===== src/rtl/vliw_id_ex_pipe.sv =====
// VLIW ID/EX pipeline stage: a two-entry (main + skid) elastic buffer that
// carries one issue bundle (per-lane NOP mask, PC, lane payloads) per cycle.
// in_ready is taken straight from a flop, so there is no combinational path
// from out_ready back to the upstream stage.
// Optional feature: define VLIW_PIPE_STAT_EN to build the saturating stall and
// bubble counters; otherwise both counter ports are tied to zero.
module vliw_id_ex_pipe #(
    parameter int LANES = 4,
    parameter int WIDTH = 64,
    parameter int CNT_W = 16
) (
    input  logic                   clk,
    input  logic                   rst,
    input  logic                   flush,
    input  logic                   in_valid,
    output logic                   in_ready,
    input  logic [LANES-1:0]       in_nop,
    input  logic [31:0]            in_pc,
    input  logic [LANES*WIDTH-1:0] in_data,
    output logic                   out_valid,
    input  logic                   out_ready,
    output logic [LANES-1:0]       out_nop,
    output logic [31:0]            out_pc,
    output logic [LANES*WIDTH-1:0] out_data,
    output logic [CNT_W-1:0]       stall_cnt,
    output logic [CNT_W-1:0]       bubble_cnt
);

    logic                   mainValid_q, mainValid_d;
    logic [LANES-1:0]       mainNop_q, mainNop_d;
    logic [31:0]            mainPc_q, mainPc_d;
    logic [LANES*WIDTH-1:0] mainData_q, mainData_d;

    logic                   skidValid_q, skidValid_d;
    logic [LANES-1:0]       skidNop_q, skidNop_d;
    logic [31:0]            skidPc_q, skidPc_d;
    logic [LANES*WIDTH-1:0] skidData_q, skidData_d;

    logic inAccept;
    logic outAccept;

    assign in_ready  = ~skidValid_q;
    assign inAccept  = in_valid & in_ready;
    assign outAccept = mainValid_q & out_ready;

    // An empty main entry presents an all-NOP bundle; PC and payload keep their last values.
    assign out_valid = mainValid_q;
    assign out_nop   = mainValid_q ? mainNop_q : {LANES{1'b1}};
    assign out_pc    = mainPc_q;
    assign out_data  = mainData_q;

    // Next-state of both entries: flush wins, then skid refills main, then a new bundle fills main or skid.
    always_comb begin
        mainValid_d = mainValid_q;
        mainNop_d   = mainNop_q;
        mainPc_d    = mainPc_q;
        mainData_d  = mainData_q;
        skidValid_d = skidValid_q;
        skidNop_d   = skidNop_q;
        skidPc_d    = skidPc_q;
        skidData_d  = skidData_q;

        if (flush) begin
            mainValid_d = 1'b0;
            skidValid_d = 1'b0;
        end else if (!mainValid_q || outAccept) begin
            if (skidValid_q) begin
                mainValid_d = 1'b1;
                mainNop_d   = skidNop_q;
                mainPc_d    = skidPc_q;
                mainData_d  = skidData_q;
                skidValid_d = 1'b0;
            end else if (inAccept) begin
                mainValid_d = 1'b1;
                mainNop_d   = in_nop;
                mainPc_d    = in_pc;
                mainData_d  = in_data;
            end else begin
                mainValid_d = 1'b0;
            end
        end else if (inAccept) begin
            skidValid_d = 1'b1;
            skidNop_d   = in_nop;
            skidPc_d    = in_pc;
            skidData_d  = in_data;
        end
    end

    // Entry registers with synchronous reset that discards anything in flight.
    always_ff @(posedge clk) begin
        if (rst) begin
            mainValid_q <= 1'b0;
            mainNop_q   <= {LANES{1'b1}};
            mainPc_q    <= 32'd0;
            mainData_q  <= '0;
            skidValid_q <= 1'b0;
            skidNop_q   <= {LANES{1'b1}};
            skidPc_q    <= 32'd0;
            skidData_q  <= '0;
        end else begin
            mainValid_q <= mainValid_d;
            mainNop_q   <= mainNop_d;
            mainPc_q    <= mainPc_d;
            mainData_q  <= mainData_d;
            skidValid_q <= skidValid_d;
            skidNop_q   <= skidNop_d;
            skidPc_q    <= skidPc_d;
            skidData_q  <= skidData_d;
        end
    end

`ifdef VLIW_PIPE_STAT_EN
    localparam logic [CNT_W-1:0] CNT_ONE = {{(CNT_W-1){1'b0}}, 1'b1};

    logic [CNT_W-1:0] stallCnt_q, stallCnt_d;
    logic [CNT_W-1:0] bubbleCnt_q, bubbleCnt_d;

    // Saturating counters of stalled and empty output cycles; flush does not touch them.
    always_comb begin
        stallCnt_d  = stallCnt_q;
        bubbleCnt_d = bubbleCnt_q;
        if (mainValid_q && !out_ready && (stallCnt_q != {CNT_W{1'b1}})) begin
            stallCnt_d = stallCnt_q + CNT_ONE;
        end
        if (!mainValid_q && (bubbleCnt_q != {CNT_W{1'b1}})) begin
            bubbleCnt_d = bubbleCnt_q + CNT_ONE;
        end
    end

    // Counter registers, cleared only by reset.
    always_ff @(posedge clk) begin
        if (rst) begin
            stallCnt_q  <= '0;
            bubbleCnt_q <= '0;
        end else begin
            stallCnt_q  <= stallCnt_d;
            bubbleCnt_q <= bubbleCnt_d;
        end
    end

    assign stall_cnt  = stallCnt_q;
    assign bubble_cnt = bubbleCnt_q;
`else
    assign stall_cnt  = '0;
    assign bubble_cnt = '0;
`endif

endmodule

===== config.mk =====
export PLATFORM = sky130hd
export DESIGN_NAME = vliw_id_ex_pipe
export DESIGN_NICKNAME = d
export VERILOG_FILES = /design/src/rtl/vliw_id_ex_pipe.sv
export SDC_FILE = /design/constraint.sdc
export NUM_CORES = 1
export LEC_CHECK = 0
export ABC_AREA = 1
export BUFFER_PORTS_ARGS = -buffer_cell sky130_fd_sc_hd__clkbuf_2
export CAP_MARGIN = 20
export CELL_PAD_IN_SITES_DETAIL_PLACEMENT = 0
export CELL_PAD_IN_SITES_GLOBAL_PLACEMENT = 1
export CORE_MARGIN = 2
export CORE_UTILIZATION = 40
export CTS_BUF_LIST = sky130_fd_sc_hd__clkbuf_4 sky130_fd_sc_hd__clkbuf_8
export CTS_CLUSTER_DIAMETER = 120
export DETAILED_ROUTE_END_ITERATION = 8
export PLACE_DENSITY_LB_ADDON = 0.1
export SLEW_MARGIN = 25
export SYNTH_ARGS = -nofsm -noshare
export SYNTH_HDL_FRONTEND = slang
export SYNTH_SLANG_ARGS = --single-unit

===== constraint.sdc =====
create_clock -name clk -period 3.75 [get_ports clk]
set_input_delay 1.125 -clock clk [delete_from_list [all_inputs] [get_ports clk]]
set_output_delay 1.125 -clock clk [all_outputs]
set_load 0.05 [all_outputs]

# After elaboration in Yosys (flattened, before gate mapping)
# Cells that the tools add are included.
# totals
register_bits	586
input_bits	297
output_inout_bits	326
word_cells	29
# op_classes
n_mux	9
bitwise_logic	5
reduce_logical	7
# op_table
op	count
$mux W256	2
$mux W32	2
$mux W4	3
$reduce_and A3 Y1	2
$not A1 Y1	3
$reduce_or A3 Y1	1
$and A1 B1 Y1	2
$mux W1	2
$reduce_bool A2 Y1	1
$reduce_or A2 Y1	1
$logic_not A1 Y1	1
$logic_or A1 B1 Y1	1

# Logic depth before layout (Yosys ltp)
# logic_depth
ltp_word	4
depth_mapped	9
depth_no_buf	6

# Least setup slack after synthesis
# OpenSTA, ideal clock, no wires.
# synth_timing
path_kind	register to output
start	register mainValid_q, in the netlist out_valid
end	output out_nop[0]
arrival_time_ns	1.136
required_time_ns	2.625
setup_slack_ns	1.489
stages_incl_launch_ff	2
path_buffers	0
cell_sequence	dfxtp_1 -> nand2_1
# synth_between
elab_chain_len	1
# synth_lines
item	line	text
start: declaration	29	logic mainValid_q, mainValid_d;
start signal: assignment	101	mainValid_q <= mainValid_d;
$mux W4	48	assign out_nop = mainValid_q ? mainNop_q : {LANES{1'b1}};
end: declaration	22	output logic [LANES-1:0] out_nop,
# No other way between the ends.

# Worst setup path in the final report
# layout_timing
start	register skidValid_q
end	output in_ready
# layout_between
elab_chain_len	1
# layout_lines
item	line	text
start: declaration	34	logic skidValid_q, skidValid_d;
start signal: assignment	105	skidValid_q <= skidValid_d;
$not A1 Y1	42	assign in_ready = ~skidValid_q;
end: declaration	16	output logic in_ready,
# No other way between the ends.

==> metrics.cfg <==
[run_status]
status = complete, no violations

[cts]
postCtsResizedCells = 0
insertion_delay_ns = 0.70
cts_buffers = 109
clk_path_buf_depth = 3
cts.htree.levels = 3
cts.sinks = 586
post_cts_buffers = 0
clk_pin_slew_worst_paths_ns = 0.06
cts_tree = done
hold_buffers = 0
cts-root-buf = clkbuf_8

[die]
io-pin-count = 623
fp.dieArea_um2 = 70800
core_area_um2 = 68300
fp-row-count = 96
dieWidth_um = 266
die_y_um = 266
initial_core_util_pct = 40.2

[power_and_ir_drop]
power.total_w = 0.0155
power_leakage_nw = 17.0
p_per_area_nw_per_um2 = 472
ir_drop_v = 0.000312

[worst_setup_path]
crit_required_ns = 2.62
endpoint_kind = primary output
r2r_start = skidValid_q
arrival_ns = 1.64
worstSetupPathType = reg2out
cp_max_fo = 23
r2r_slack_ns = 1.36
r2r_end = skidData_q[156]
worstSetupStartpointType = flip-flop
rr_worst_depth = 6

[run]
maxCapViolations = 0

[logic_synthesis]
yosysTopAreaCellShare_pct = 42.7
ys_async_sr_fraction_pct = 0
ys_types = 20
syn_inst = 4424
ys.warnings.count = 0
ys_top_cells_by_area = dfxtp_1, nand2_1, nor2_1
yosysTopAreaCell = dfxtp_1
synth-main-ff-cell = dfxtp_1
ys_seq_area_share_pct = 42.7
syn_avg_cell_area_um2 = 6.21
synth_edf_count = 0
synth-seq-cells = 586
synth_area_um2 = 27500

[timing]
tightestPinTransition_ns = 0.977
hold_viol = 0
timing.fmax_ghz = 0.362
rsz0062_at_grt = false
max_slew_margin_pct = 34.9
clock_skew_ns = 0.0320
setup_violations = 0
slew_viol_final = 0
fin_tns_setup_ns = 0
period_share_pct = 73.8
fin_crit_ns = 2.77

[detailed_routing]
vias_per_cell = 4.52
antenna_left = 0
drt_iter0_drc = 1730
dr.pass1.iters = 5
drc = 0
routed_wl_um = 84600
wl_per_cell_um = 14.5
vias = 26400

[final_layout]
areaGrowthSynthToFinish_pct = 19.6
final_nets = 5181
drive_gt1_share_pct = 16.8
finish.instance_area_um2 = 32900

[global_route]
antenna_found_initial = 11
grt_pass1_vias = 23900
grt_start_max_net_pins = 173
grt_usage_pct = 23.2
gr-total-overflow = 0
grt_first_pass_wirelength_um = 131000

[hold_path]
worstHoldStart = skidNop_q[0]
hold_path.class = reg2reg
min_path_cells = 2
min_to = skidNop_q[0]

[place]
numPortBuffers = 590
hpwl_um = 55600
gp_congestion = 0.797
dpl-instance-area_um2 = 30600

==> cell usage in the layout, fill, tap and decap left out, types with 2 or more instances in the layout <==
master / n
nand3_1: 301
nor2_1: 1154
o21ai_0: 288
clkbuf_8: 139
clkinv_2: 5
inv_1: 583
dfxtp_1: 585
clkbuf_4: 38
buf_12: 25
conb_1: 32
buf_4: 23
clkinvlp_4: 6
diode_2: 5
clkbuf_2: 590
nand2_1: 1182
nor2_4: 2
==> registers in the layout (all words and copies together) (netlist names) <==
signal       cells
out_pc          32
skidPc_q        32
skidNop_q        4
skidData_q     256
out_valid        1
mainNop_q        4
out_data       256
skidValid_q      1
==> worst max-delay path, stage by stage, from the launching register on <==
cell and delay [ns]:
dfxtp_4 0.53, inv_2 0.13, clkbuf_2 0.27
==> cell families (layout without fill, tap and decap cells) <==
kind of cell,count (synthesis),in the layout,synth area share [%]
DFF,586,586,42.7
AOI/OAI and AO/OA,289,289,5.27
buffers and inverters,905,1411,14.4
and+or+nand+nor,2643,2643,37.6
other,1,37,0.0137
==> final cells by class <==
cell class	instances	area, um2
clock inverters	11	70.1
well taps	882	1100
diodes	5	12.5
fillers	7560	35500
repair buffers	638	3630
multi-input cells	2964	11900
flip-flops and latches	586	11700
clock buffers	177	2200
inverters	585	2200
==> power by group <==
group	total, W	switching (W)	internal, W	leakage [nW]
sequential	0.00669	0.000191	0.00650	4.78
clock	0.00642	0.00275	0.00366	1.19
combinational	0.00241	0.00180	0.000612	11.0
==> through the flow <==
stage | util (%) | instances | hold WS, ns | setup WS, ns
floorplan | - | 4455 | 0.429 | 1.49
global placement | 44.7 | 5655 | 0.439 | 0.991
detailed placement | 44.7 | 5655 | 0.442 | 0.932
CTS | 48.1 | 5843 | 0.458 | 0.887
global route | 48.1 | 5847 | 0.479 | 0.878
finish | 48.1 | 5848 | 0.456 | 0.984
==> layer usage <==
metal  track usage (%)  routed length (um)  vias up
li1                  -                   -    14000
met1              30.6               38300    11700
met2              37.3               39000      633
met3              4.90                5010      133
met4              8.55                2230       12
met5                 0                  76        -
==> cells in the mapped netlist (2+ instances only) <==
cell      count
buf_1         6
buf_2       116
buf_4       107
clkbuf_1     90
dfxtp_1     586
inv_1       583
inv_2         2
nand2_1    1182
nand3_1     301
nor2_1     1154
o21ai_0     288
==> how the worst max path moves through the flow <==
stage                 from         endpoint  slack, ns  cells past startpoint
6_report       skidValid_q         in_ready       0.98                      2
5_1_grt        skidValid_q         in_ready       0.88                      2
2_1_floorplan    out_valid       out_nop[0]       1.49                      1
4_1_cts        skidValid_q         in_ready       0.89                      2
3_3_place_gp     out_ready  skidData_q[224]       0.99                      9
3_5_place_dp     out_ready  skidData_q[238]       0.93                      9
Note: power is estimated with default switching activity, not from simulation.
